[config.mk]
export PLATFORM = sky130hd
export DESIGN_NAME = decoder_flat
export DESIGN_NICKNAME = d
export VERILOG_FILES = /design/src/rtl/decoder_if.sv /design/src/rtl/decoder.sv /design/src/flat_wrapper.sv
export SDC_FILE = /design/constraint.sdc
export NUM_CORES = 1
export LEC_CHECK = 0
export ABC_CLOCK_PERIOD_IN_PS = 3800
export BUFFER_PORTS_ARGS = -buffer_cell sky130_fd_sc_hd__buf_2
export CAP_MARGIN = 20
export CORE_ASPECT_RATIO = 0.7
export CORE_MARGIN = 8
export CORE_UTILIZATION = 38
export CTS_CLUSTER_DIAMETER = 150
export DETAILED_ROUTE_END_ITERATION = 10
export PLACE_DENSITY = 0.91
export SYNTH_ARGS = -nofsm -noshare
export SYNTH_HDL_FRONTEND = slang
export SYNTH_SLANG_ARGS = --single-unit
[constraint.sdc]
create_clock -name i_clk -period 3.8 [get_ports i_clk]
set_clock_uncertainty 0.05 [all_clocks]
set_input_delay 0.38 -clock i_clk [delete_from_list [all_inputs] [get_ports i_clk]]
set_output_delay 0.38 -clock i_clk [all_outputs]
set_load 0.02 [all_outputs]
[src/rtl/decoder_if.sv]
// rtl/decoder_if.sv - instruction-in / decoded-fields-out bundle for the RV32I decoder
interface decoder_if;
    logic [31:0] i_instruction;
    logic [6:0]  o_opcode;
    logic [4:0]  o_rd;
    logic [2:0]  o_funct3;
    logic [4:0]  o_rs1;
    logic [4:0]  o_rs2;
    logic [6:0]  o_funct7;
    logic [11:0] o_immediate;
    logic [31:0] o_imm32;
    logic [2:0]  o_format;
    logic        o_illegal;
    logic        o_illegal_seen;

    modport master (
        output i_instruction,
        input  o_opcode, o_rd, o_funct3, o_rs1, o_rs2, o_funct7,
        input  o_immediate, o_imm32, o_format, o_illegal, o_illegal_seen
    );

    modport slave (
        input  i_instruction,
        output o_opcode, o_rd, o_funct3, o_rs1, o_rs2, o_funct7,
        output o_immediate, o_imm32, o_format, o_illegal, o_illegal_seen
    );
endinterface

[src/rtl/decoder.sv]
// rtl/decoder.sv - combinational RV32I field/immediate decoder with sticky illegal flag
module decoder (
    input  logic     i_clk,
    input  logic     i_rst,
    decoder_if.slave bus
);
    localparam logic [2:0] FMT_R   = 3'd0;
    localparam logic [2:0] FMT_I   = 3'd1;
    localparam logic [2:0] FMT_S   = 3'd2;
    localparam logic [2:0] FMT_B   = 3'd3;
    localparam logic [2:0] FMT_U   = 3'd4;
    localparam logic [2:0] FMT_J   = 3'd5;
    localparam logic [2:0] FMT_ILL = 3'd7;

    logic [31:0] instr;
    logic [2:0]  fmt;
    logic        sign;

    assign instr = bus.i_instruction;
    assign sign  = instr[31];

    // Raw field slices are passed through regardless of opcode legality.
    assign bus.o_opcode = instr[6:0];
    assign bus.o_rd     = instr[11:7];
    assign bus.o_funct3 = instr[14:12];
    assign bus.o_rs1    = instr[19:15];
    assign bus.o_rs2    = instr[24:20];
    assign bus.o_funct7 = instr[31:25];

    // Opcode to format; anything unlisted (including compressed encodings) is illegal.
    always_comb begin
        fmt = FMT_ILL;
        case (instr[6:0])
            7'b0110011: fmt = FMT_R;
            7'b0010011,
            7'b0000011,
            7'b1100111,
            7'b1110011,
            7'b0001111: fmt = FMT_I;
            7'b0100011: fmt = FMT_S;
            7'b1100011: fmt = FMT_B;
            7'b0110111,
            7'b0010111: fmt = FMT_U;
            7'b1101111: fmt = FMT_J;
            default:    fmt = FMT_ILL;
        endcase
    end

    assign bus.o_format  = fmt;
    assign bus.o_illegal = (fmt == FMT_ILL);

    // Immediate assembly; B and J drop the always-zero LSB from the 12-bit field only.
    always_comb begin
        bus.o_immediate = 12'h000;
        bus.o_imm32     = 32'h0;
        case (fmt)
            FMT_I: begin
                bus.o_immediate = instr[31:20];
                bus.o_imm32     = {{20{sign}}, instr[31:20]};
            end
            FMT_S: begin
                bus.o_immediate = {instr[31:25], instr[11:7]};
                bus.o_imm32     = {{20{sign}}, instr[31:25], instr[11:7]};
            end
            FMT_B: begin
                bus.o_immediate = {instr[31], instr[7], instr[30:25], instr[11:8]};
                bus.o_imm32     = {{19{sign}}, instr[31], instr[7], instr[30:25],
                                   instr[11:8], 1'b0};
            end
            FMT_U: begin
                bus.o_imm32 = {instr[31:12], 12'h000};
            end
            FMT_J: begin
                bus.o_imm32 = {{11{sign}}, instr[31], instr[19:12], instr[20],
                               instr[30:21], 1'b0};
            end
            default: begin
                bus.o_immediate = 12'h000;
                bus.o_imm32     = 32'h0;
            end
        endcase
    end

    // Sticky illegal flag: reset wins over an illegal word on the same edge.
    always_ff @(posedge i_clk) begin
        if (i_rst) begin
            bus.o_illegal_seen <= 1'b0;
        end else begin
            bus.o_illegal_seen <= bus.o_illegal_seen | bus.o_illegal;
        end
    end
endmodule

[src/flat_wrapper.sv]
// flat-port wrapper written by rule: the top's interface ports become plain ports
module decoder_flat 
  (i_clk, i_rst, bus_i_instruction, bus_o_opcode, bus_o_rd, bus_o_funct3, bus_o_rs1, bus_o_rs2, bus_o_funct7, bus_o_immediate, bus_o_imm32, bus_o_format, bus_o_illegal, bus_o_illegal_seen);
  decoder_if bus_i ();
  input  logic i_clk;
  input  logic i_rst;
  input wire logic [$bits(bus_i.i_instruction)-1:0] bus_i_instruction;
  output wire logic [$bits(bus_i.o_opcode)-1:0] bus_o_opcode;
  output wire logic [$bits(bus_i.o_rd)-1:0] bus_o_rd;
  output wire logic [$bits(bus_i.o_funct3)-1:0] bus_o_funct3;
  output wire logic [$bits(bus_i.o_rs1)-1:0] bus_o_rs1;
  output wire logic [$bits(bus_i.o_rs2)-1:0] bus_o_rs2;
  output wire logic [$bits(bus_i.o_funct7)-1:0] bus_o_funct7;
  output wire logic [$bits(bus_i.o_immediate)-1:0] bus_o_immediate;
  output wire logic [$bits(bus_i.o_imm32)-1:0] bus_o_imm32;
  output wire logic [$bits(bus_i.o_format)-1:0] bus_o_format;
  output wire logic [$bits(bus_i.o_illegal)-1:0] bus_o_illegal;
  output wire logic [$bits(bus_i.o_illegal_seen)-1:0] bus_o_illegal_seen;
  assign bus_i.i_instruction = bus_i_instruction;
  assign bus_o_opcode = bus_i.o_opcode;
  assign bus_o_rd = bus_i.o_rd;
  assign bus_o_funct3 = bus_i.o_funct3;
  assign bus_o_rs1 = bus_i.o_rs1;
  assign bus_o_rs2 = bus_i.o_rs2;
  assign bus_o_funct7 = bus_i.o_funct7;
  assign bus_o_immediate = bus_i.o_immediate;
  assign bus_o_imm32 = bus_i.o_imm32;
  assign bus_o_format = bus_i.o_format;
  assign bus_o_illegal = bus_i.o_illegal;
  assign bus_o_illegal_seen = bus_i.o_illegal_seen;
  decoder u_core (.i_clk(i_clk), .i_rst(i_rst), .bus(bus_i));
endmodule
==> results of run 1 <==
-- worst max-delay path: stages --
cell and delay [ns]:
buf_2 0.23, nor2b_1 0.51, o22ai_1 0.17, nor3_1 0.48, and2_1 0.20, buf_2 0.16
-- power by group through the flow --
stage | combinational (mW) | sequential (mW) | clock (mW)
6_report | 0.150 | 0.0117 | 0
5_1_grt | 0.162 | 0.0118 | 0
4_1_cts | 0.150 | 0.0118 | 0
3_5_place_dp | 0.150 | 0.0117 | 0
3_3_place_gp | 0.148 | 0.0117 | 0
2_1_floorplan | 0.111 | 0.0126 | 0
-- routing by layer --
metal  share of wire, %  global-route usage [%]  up-vias
li1                   -                       -      697
met1                 43                    20.1      667
met2                 48                    27.6       75
met3                9.1                    3.99        0
met4                  0                    1.29        0
met5                  0                       0        -
-- final cells by class --
type	count	area, sq um
fill	282	1350
multi-input combinational	111	758
timing repair buffer	116	586
tap	36	45.0
sequential	1	20.0
inverter	2	7.51
-- cells by family (layout without fill, tap and decap cells) --
| group | after synthesis | count (layout) |
|---|---|---|
| xor gates and xnor gates | 1 | 1 |
| AOI/OAI and AO/OA | 60 | 60 |
| muxes | 1 | 1 |
| buffers and inverters | 46 | 118 |
| and+or+nand+nor | 49 | 49 |
| DFF | 1 | 1 |
-- worst paths after layout --
check	start	endpoint	depth (start not counted)
setup / recovery	bus_i_instruction[2]	bus_o_imm32[5]	6
hold / removal	u_core.bus.o_illegal_seen$_SDFF_PP0_	u_core.bus.o_illegal_seen$_SDFF_PP0_	2
setup reg to reg	u_core.bus.o_illegal_seen$_SDFF_PP0_	u_core.bus.o_illegal_seen$_SDFF_PP0_	2
hold reg to reg	u_core.bus.o_illegal_seen$_SDFF_PP0_	u_core.bus.o_illegal_seen$_SDFF_PP0_	2
-- cells in the final DEF, fill, tap and decap left out, drive strengths merged --
cell / netlist / layout
inv: 2 / 2
and4b: 2 / 2
a21o: 16 / 16
a22o: 12 / 12
nand3: 1 / 1
nor4: 3 / 3
o211a: 1 / 1
mux2i: 1 / 1
nor2: 4 / 4
o21a: 1 / 1
xnor2: 1 / 1
o21ai: 12 / 12
dfxtp: 1 / 1
or3b: 1 / 1
a21oi: 5 / 5
a221oi: 1 / 1
nand2b: 2 / 2
and2: 8 / 8
or3: 1 / 1
a31o: 1 / 1
nor3: 4 / 4
a32o: 4 / 4
o21bai: 1 / 1
nor3b: 2 / 2
and3: 1 / 1
a2bb2oi: 1 / 1
nor2b: 1 / 1
a211oi: 2 / 2
nand3b: 4 / 4
o31a: 1 / 1
buf: 42 / 116
nand2: 14 / 14
o22ai: 2 / 2
or2: 1 / 1
-- metrics by stage --
step / hold slack (ns) / std cells / util [%] / area (sq um)
final: 0.452 / 266 / 51.3 / 1420
after global routing: 0.487 / 266 / 51.3 / 1420
after CTS: 0.455 / 266 / 51.3 / 1420
after detailed placement: 0.454 / 266 / 51.3 / 1420
after global placement: 0.447 / 266 / 51.3 / 1420
after floorplan: 0.399 / 158 / - / 1100
==> summary.txt, run 1 <==
Synthesis
  • Simple-gate share of the synthesized area: 26.9%
  • Compound-Gate Fraction of Synth Area: 40.5%
  • Post-synthesis register bit count: 1
  • Post-Synth XOR/XNOR Area: 0.799%
  • Synth Instances: 158
  • Commonest cells in the synthesized netlist: buf_4, a21o_1, nand2_1
  • Cell area after synthesis: 0.00110 sq mm
  • Main synth FF type: dfxtp_1
  • Mux contribution to synthesized area: 0.913%
  • Library cells used by synthesis: 39
  • Count leader, synth: buf_4
  • Leading area contributor after synthesis: buf_4
  • FFs w/ async S/R, synth: 0%
  • Synth Area in Adders: 0%
  • YS warnings: 0
  • Post-synth top area share: 21.9%
  • Top cells by area, synth: buf_4, a21o_1, a22o_1
  • Avg Cell Area, Syn: 6.94 sq um
  • Post-synthesis sequential area ratio: 1.83%
  • Syn nets: 192
  • Largest family of logic cells by synthesized area: compound AO/OA/AOI/OAI gates
  • EDFF count, synth: 0

Setup path
  • Crit path kind: in2out
  • CP max FO: 14
  • Worst Path Arrival: 2.15 ns
  • Setup crit end kind: primary output
  • Worst reg-to-reg setup slack: 3.16 ns
  • CP required: 3.37 ns
  • CP startpoint kind: input pin

Timing
  • Highest Clock Rate: 388 MHz
  • RSZ-0062 raised after global routing: false
  • Final Cycle Share: 67.9%
  • Tmin final: 2.58 ns
  • Final hold vios: 0
  • Worst slew pin tran: 0.680 ns
  • Setup tns final: 0 ns
  • Setup ws final: 1.22 ns
  • Slew Viols, Final: 0
  • Slew margin rel.: 54.3%
  • Final setup fails: 0

Routing
  • DRC errors left: 0
  • Via count: 1439
  • Average vias per placed instance: 5.41
  • Final WL: 4.27 mm
  • Post-route ant nets: 0
  • Avg WL per Cell: 16.1 microns
  • Detailed Routing Iterations Pass 1: 4
  • Drt initial violations: 72

CTS
  • Hold_buf cts: 0
  • Cts repair resizes: 0
  • Skew-Pair Late Insertion Delay: 0 ns
  • Post-CTS Setup Inserts: 0
  • CTS clk-pin slew, worst paths: 0 ns

Place
  • I/O Buffers: 114
  • Post-DP HPWL: 3.55 mm
  • Routability-driven placement congestion ratio: 0.965
  • Pre-CTS WS: 1.26 ns

Power
  • Sequential share of power: 7.2%
  • Net Sw Power: 0.0995 mW
  • Total power divided by cell area: 114 mW/mm^2
  • Clock power frac: 0%
  • Total chip power: 0.162 mW
  • Leakage: 0.920 nW
  • Peak VDD IR: 78.4 uV
  • P_int: 0.0626 mW
  • Switching Share: 61.4%
  • Logic pwr share: 92.8%

Die
  • # rows: 16
  • Die W: 80.2 microns
  • I/O pin total: 115
  • Area of the die: 0.00489 sq mm
  • Die height: 60.9 microns
  • Initial Utilization: 39.7%
  • Core area: 0.00276 sq mm

Final layout
  • Nets@finish: 266
  • Area Growth Syn to Fin: 29.2%
  • Share of layout cells above drive strength 1: 53.5%
  • Biggest register: u_core.bus.o_illegal_seen
  • Leading registers by flop count: u_core.bus.o_illegal_seen x1
  • Diode count: 0
  • Number of flip-flops in the largest register: 1

GRT
  • Gr usage total: 15.9%
  • Antenna violations before repair: 0
  • Vias in the first global route: 1399
  • Largest net degree at the start of global routing: 16
  • Global-route wire length before repair: 6.51 mm
  • Total global routing overflow: 0

Job
  • # Max-Cap Violations: 0

Status
  • Status: finished, final reports clean

Worst hold path
  • Worst min path class: reg2reg
Power figures use the tool's default switching activity.
==> inputs of run 2 (changes only) <==
--- a/config.mk
+++ b/config.mk
@@ -5,15 +5,15 @@
 export SDC_FILE = /design/constraint.sdc
 export NUM_CORES = 1
 export LEC_CHECK = 0
-export ABC_CLOCK_PERIOD_IN_PS = 3800
+export ABC_CLOCK_PERIOD_IN_PS = 2700
 export BUFFER_PORTS_ARGS = -buffer_cell sky130_fd_sc_hd__buf_2
 export CAP_MARGIN = 20
 export CORE_ASPECT_RATIO = 0.7
 export CORE_MARGIN = 8
-export CORE_UTILIZATION = 38
+export CORE_UTILIZATION = 36
 export CTS_CLUSTER_DIAMETER = 150
 export DETAILED_ROUTE_END_ITERATION = 10
-export PLACE_DENSITY = 0.91
+export PLACE_DENSITY = 0.87
 export SYNTH_ARGS = -nofsm -noshare
 export SYNTH_HDL_FRONTEND = slang
 export SYNTH_SLANG_ARGS = --single-unit
==> constraint.sdc (replaced) <==
create_clock -name i_clk -period 2.7 [get_ports i_clk]
set_clock_uncertainty 0.05 [all_clocks]
set_input_delay 0.27 -clock i_clk [delete_from_list [all_inputs] [get_ports i_clk]]
set_output_delay 0.27 -clock i_clk [all_outputs]
set_load 0.02 [all_outputs]
==> summary.txt, run 2 (synthesis gave the netlist of run 1 again) <==
GRT
  • Antenna violations before repair: 0
  • Gr usage total: 15.7%
  • Total global routing overflow: 0
  • Global-route wire length before repair: 6.78 mm
  • Largest net degree at the start of global routing: 16
  • Vias in the first global route: 1360

CTS
  • Post-CTS Setup Inserts: 0
  • Hold_buf cts: 0
  • Skew-Pair Late Insertion Delay: 0 ns
  • Cts repair resizes: 0
  • CTS clk-pin slew, worst paths: 0 ns

Die
  • Die W: 82.0 microns
  • Core area: 0.00284 sq mm
  • Die height: 62.2 microns
  • # rows: 16
  • Initial Utilization: 38.6%
  • Area of the die: 0.00509 sq mm
  • I/O pin total: 115

Timing
  • Tmin final: 2.24 ns
  • RSZ-0062 raised after global routing: false
  • Slew Viols, Final: 0
  • Final hold vios: 0
  • Final setup fails: 0
  • Setup tns final: 0 ns
  • Slew margin rel.: 55.8%
  • Worst slew pin tran: 0.657 ns
  • Final Cycle Share: 82.8%
  • Highest Clock Rate: 447 MHz

Setup path
  • CP max FO: 14
  • Worst Reg-to-Reg Cells: 2
  • Crit path kind: in2out
  • Setup crit end kind: primary output
  • CP startpoint kind: input pin
  • Worst reg-to-reg setup slack: 2.05 ns
  • Worst flop-to-flop path startpoint: u_core.bus.o_illegal_seen$_SDFF_PP0_
  • RR Endpoint: u_core.bus.o_illegal_seen$_SDFF_PP0_
  • CP required: 2.38 ns
  • Worst Path Arrival: 1.92 ns

Final layout
  • Biggest register: u_core.bus.o_illegal_seen
  • Leading registers by flop count: u_core.bus.o_illegal_seen x1
  • Commonest non-fill, non-tap cell in the layout: buf_2
  • Nets@finish: 267
  • Most frequent cells in the layout: buf_2, a21o_1, nand2_1
  • Diode count: 0
  • Area Growth Syn to Fin: 29.9%
  • Fill cells: 301
  • Layout Utilization: 50.1%
  • Number of flip-flops in the largest register: 1
  • Share of layout cells above drive strength 1: 53.7%

Routing
  • Post-route ant nets: 0
  • Average vias per placed instance: 5.35
  • Final WL: 4.53 mm
  • Via count: 1429
  • Detailed Routing Iterations Pass 1: 4
  • Drt initial violations: 181
  • Avg WL per Cell: 17.0 microns
  • DRC errors left: 0

Place
  • Post-DP HPWL: 3.78 mm
  • Routability-driven placement congestion ratio: 0.914
  • I/O Buffers: 114

Job
  • # Max-Cap Violations: 0

Worst hold path
  • Worst min path class: in2reg
  • WHS Endpoint: u_core.bus.o_illegal_seen$_SDFF_PP0_
  • Worst hold stages: 2
  • Hold Crit Start: i_rst

Power
  • Total chip power: 0.230 mW
  • Peak VDD IR: 111 uV
  • Leakage: 0.925 nW
  • Total power divided by cell area: 162 mW/mm^2

Status
  • Status: finished, final reports clean
## run 2: per-layer routing
metal  share of wire (%)  global-route usage [%]
met1                  41                    19.8
met2                  45                    26.5
met3                  14                    4.74
met4                0.11                   0.437
met5                   0                       0
## run 2: power by group
group          internal, mW  switching [mW]
clock network             0               0
logic                0.0727           0.141
registers            0.0161        0.000420
## run 2: critical path, cell delays in order
cell,delay (ns)
buf_2,0.23
nor2b_1,0.51
and3_4,0.29
or3_1,0.27
a21o_1,0.18
buf_2,0.16
## run 2: final cells by class
cell class / instances / area [sq um] / area share, %
repair buffers: 117 / 593 / 41.7
inverters: 2 / 7.51 / 0.527
multi-input cells: 111 / 758 / 53.3
well taps: 36 / 45.0 / 3.16
flip-flops and latches: 1 / 20.0 / 1.41
## run 2: worst max-delay path by stage
| stage | start | to | slack (ns) | cells past startpoint |
|---|---|---|---|---|
| global route | bus_i_instruction[2] | bus_o_imm32[6] | 0.34 | 7 |
| CTS | bus_i_instruction[2] | bus_o_immediate[3] | 0.52 | 6 |
| floorplan | bus_i_instruction[2] | bus_o_imm32[11] | 0.93 | 5 |
| global placement | bus_i_instruction[2] | bus_o_imm32[8] | 0.61 | 7 |
| detailed placement | bus_i_instruction[2] | bus_o_immediate[3] | 0.53 | 6 |
| finish | bus_i_instruction[2] | bus_o_immediate[3] | 0.46 | 6 |
## run 2: through the flow
| stage | setup WS (ns) | std cells | cell area (sq um) | hold WS [ns] |
|---|---|---|---|---|
| after floorplan | 0.928 | 158 | 1100 | 0.289 |
| after global placement | 0.610 | 267 | 1420 | 0.388 |
| after detailed placement | 0.531 | 267 | 1420 | 0.395 |
| after CTS | 0.525 | 267 | 1420 | 0.395 |
| after global routing | 0.342 | 267 | 1420 | 0.404 |
| final | 0.465 | 267 | 1420 | 0.389 |
==> inputs of run 3 (changes only) <==
--- a/config.mk
+++ b/config.mk
@@ -5,15 +5,16 @@
 export SDC_FILE = /design/constraint.sdc
 export NUM_CORES = 1
 export LEC_CHECK = 0
-export ABC_CLOCK_PERIOD_IN_PS = 2700
+export ABC_AREA = 1
+export ABC_CLOCK_PERIOD_IN_PS = 2050
 export BUFFER_PORTS_ARGS = -buffer_cell sky130_fd_sc_hd__buf_2
 export CAP_MARGIN = 20
 export CORE_ASPECT_RATIO = 0.7
 export CORE_MARGIN = 8
-export CORE_UTILIZATION = 36
+export CORE_UTILIZATION = 32
 export CTS_CLUSTER_DIAMETER = 150
 export DETAILED_ROUTE_END_ITERATION = 10
-export PLACE_DENSITY = 0.87
+export PLACE_DENSITY = 0.83
 export SYNTH_ARGS = -nofsm -noshare
 export SYNTH_HDL_FRONTEND = slang
 export SYNTH_SLANG_ARGS = --single-unit
==> constraint.sdc (replaced) <==
create_clock -name i_clk -period 2.05 [get_ports i_clk]
set_clock_uncertainty 0.05 [all_clocks]
set_input_delay 0.205 -clock i_clk [delete_from_list [all_inputs] [get_ports i_clk]]
set_output_delay 0.205 -clock i_clk [all_outputs]
set_load 0.02 [all_outputs]
==> summary.txt, run 3 <==
Final layout
  • Diode count: 0
  • Nets@finish: 331
  • Number of flip-flops in the largest register: 1
  • Fill cells: 362
  • Share of layout cells above drive strength 1: 44.7%
  • Most frequent cells in the layout: buf_2, nand2_1, nand3_1
  • Leading registers by flop count: u_core.bus.o_illegal_seen x1
  • Area Growth Syn to Fin: 34.5%
  • Commonest non-fill, non-tap cell in the layout: buf_2
  • Biggest register: u_core.bus.o_illegal_seen
  • Multi-input gate area: 703 sq um
  • Reg area: 20.0 sq um

Timing
  • Final Cycle Share: 88.2%
  • Final hold vios: 0
  • Slew margin rel.: 71.4%
  • Slew Viols, Final: 0
  • Setup ws final: 0.241 ns
  • Highest Clock Rate: 553 MHz
  • RSZ-0062 raised after global routing: false
  • Setup tns final: 0 ns
  • Final setup fails: 0
  • Tmin final: 1.81 ns
  • Worst slew pin tran: 0.427 ns

Routing
  • Via count: 1635
  • Average vias per placed instance: 4.91
  • Drt initial violations: 96
  • DRC errors left: 0
  • Post-route ant nets: 0
  • Detailed Routing Iterations Pass 1: 4
  • Final WL: 4.44 mm
  • Avg WL per Cell: 13.3 microns

Synthesis
  • Main synth FF type: dfxtp_1
  • Leading area contributor after synthesis: nand2_1
  • Commonest cells in the synthesized netlist: nand2_1, buf_4, nand3_1
  • Cell area after synthesis: 0.00108 sq mm
  • FFs w/ async S/R, synth: 0%
  • Top cells by area, synth: nand2_1, buf_4, nand3_1
  • Syn nets: 249
  • Post-synthesis sequential area ratio: 1.85%
  • YS warnings: 0
  • Avg Cell Area, Syn: 5.03 sq um
  • Synth Instances: 215
  • Post-synthesis register bit count: 1
  • Count leader, synth: nand2_1
  • EDFF count, synth: 0
  • Post-synth top area share: 25.7%
  • Library cells used by synthesis: 21

Worst hold path
  • Hold Crit Start: i_rst
  • Worst min path class: in2reg

CTS
  • CTS clk-pin slew, worst paths: 0 ns
  • Cts repair resizes: 0
  • Hold_buf cts: 0
  • Skew-Pair Late Insertion Delay: 0 ns
  • Post-CTS Setup Inserts: 0

Power
  • Leakage: 1.11 nW
  • Total power divided by cell area: 190 mW/mm^2
  • Peak VDD IR: 88.5 uV

GRT
  • Vias in the first global route: 1544
  • Total global routing overflow: 0
  • Largest net degree at the start of global routing: 22
  • Gr usage total: 14.5%
  • Antenna violations before repair: 0
  • Global-route wire length before repair: 7.05 mm

Die
  • Die height: 64.7 microns
  • Die W: 85.5 microns
  • # rows: 17
  • I/O pin total: 115
  • Area of the die: 0.00553 sq mm
  • Initial Utilization: 33.9%
  • Core area: 0.00319 sq mm

Setup path
  • CP max FO: 21
  • Worst Path Arrival: 1.55 ns
  • CP required: 1.79 ns
  • Setup crit end kind: primary output
  • Crit path kind: in2out
  • Critical path launch point: bus_i_instruction[3]
  • Worst flop-to-flop path startpoint: u_core.bus.o_illegal_seen$_SDFF_PP0_
  • CP startpoint kind: input pin

Place
  • I/O Buffers: 114
  • Pre-CTS WS: 0.251 ns
  • Routability-driven placement congestion ratio: 0.918
  • Post-DP HPWL: 3.82 mm

Status
  • Status: finished, final reports clean

Job
  • # Max-Cap Violations: 0
==> run 3: cell count changes after synthesis, sizes merged, moves of 4 or more <==
cell,change
buf,-4
a21oi,+4
nand2,+64
and2,-8
inv,+19
a32o,-4
nand3,+23
nor2,+21
a21o,-16
a22o,-12
nand4,+4
==> run 3: layer usage <==
metal | share of wire, % | up-vias | track usage [%]
met5 | 0 | - | 0
met4 | 0.68 | 0 | 1.09
met3 | 13 | 4 | 4.91
met2 | 42 | 106 | 23.4
met1 | 44 | 717 | 18.9
li1 | - | 808 | -
==> run 3: final timing paths <==
kind	end	slack [ns]	cells past startpoint
worst max register to register	u_core.bus.o_illegal_seen$_SDFF_PP0_	1.48	2
worst min register to register	u_core.bus.o_illegal_seen$_SDFF_PP0_	0.38	2
worst min-delay path	u_core.bus.o_illegal_seen$_SDFF_PP0_	0.31	2
worst max-delay path	bus_o_imm32[13]	0.24	10
==> run 3: critical path, stage by stage <==
cell and delay (ns):
buf_2 0.12, inv_1 0.07, nand2_1 0.06, nor2_2 0.24, nand2_1 0.15, nand3_2 0.17
nand2_1 0.07, buf_4 0.20, nand3_1 0.10, buf_2 0.17
==> run 3: stage by stage <==
step	util [%]	area, sq um	hold WS (ns)	total power [mW]	cells
global placement	45.6	1460	0.311	0.275	333
global route	45.6	1460	0.327	0.297	333
detailed placement	45.6	1460	0.315	0.277	333
finish	45.6	1460	0.310	0.276	333
floorplan	-	1080	0.224	0.202	215
CTS	45.6	1460	0.313	0.278	333
==> run 3: final cells by class <==
class,count,share of cell area [%]
inverter,22,5.76
multi-input combinational,154,48.3
sequential,1,1.38
tap,38,3.27
timing repair buffer,118,41.3
==> run 3: where the power goes <==
group          total, mW  internal, mW  switching, mW
Combinational      0.254        0.0819          0.172
Clock                  0             0              0
Sequential        0.0217        0.0212       0.000499
==> run 3: cell families (layout without fill, tap and decap cells) <==
logic type / after synthesis / after routing / share of synthesized area [%]
AND/OR/NAND/NOR: 133 / 133 / 54.2
buffers and inverters: 60 / 140 / 33.2
AO/OA/AOI/OAI: 21 / 21 / 10.8
flip-flops: 1 / 1 / 1.85
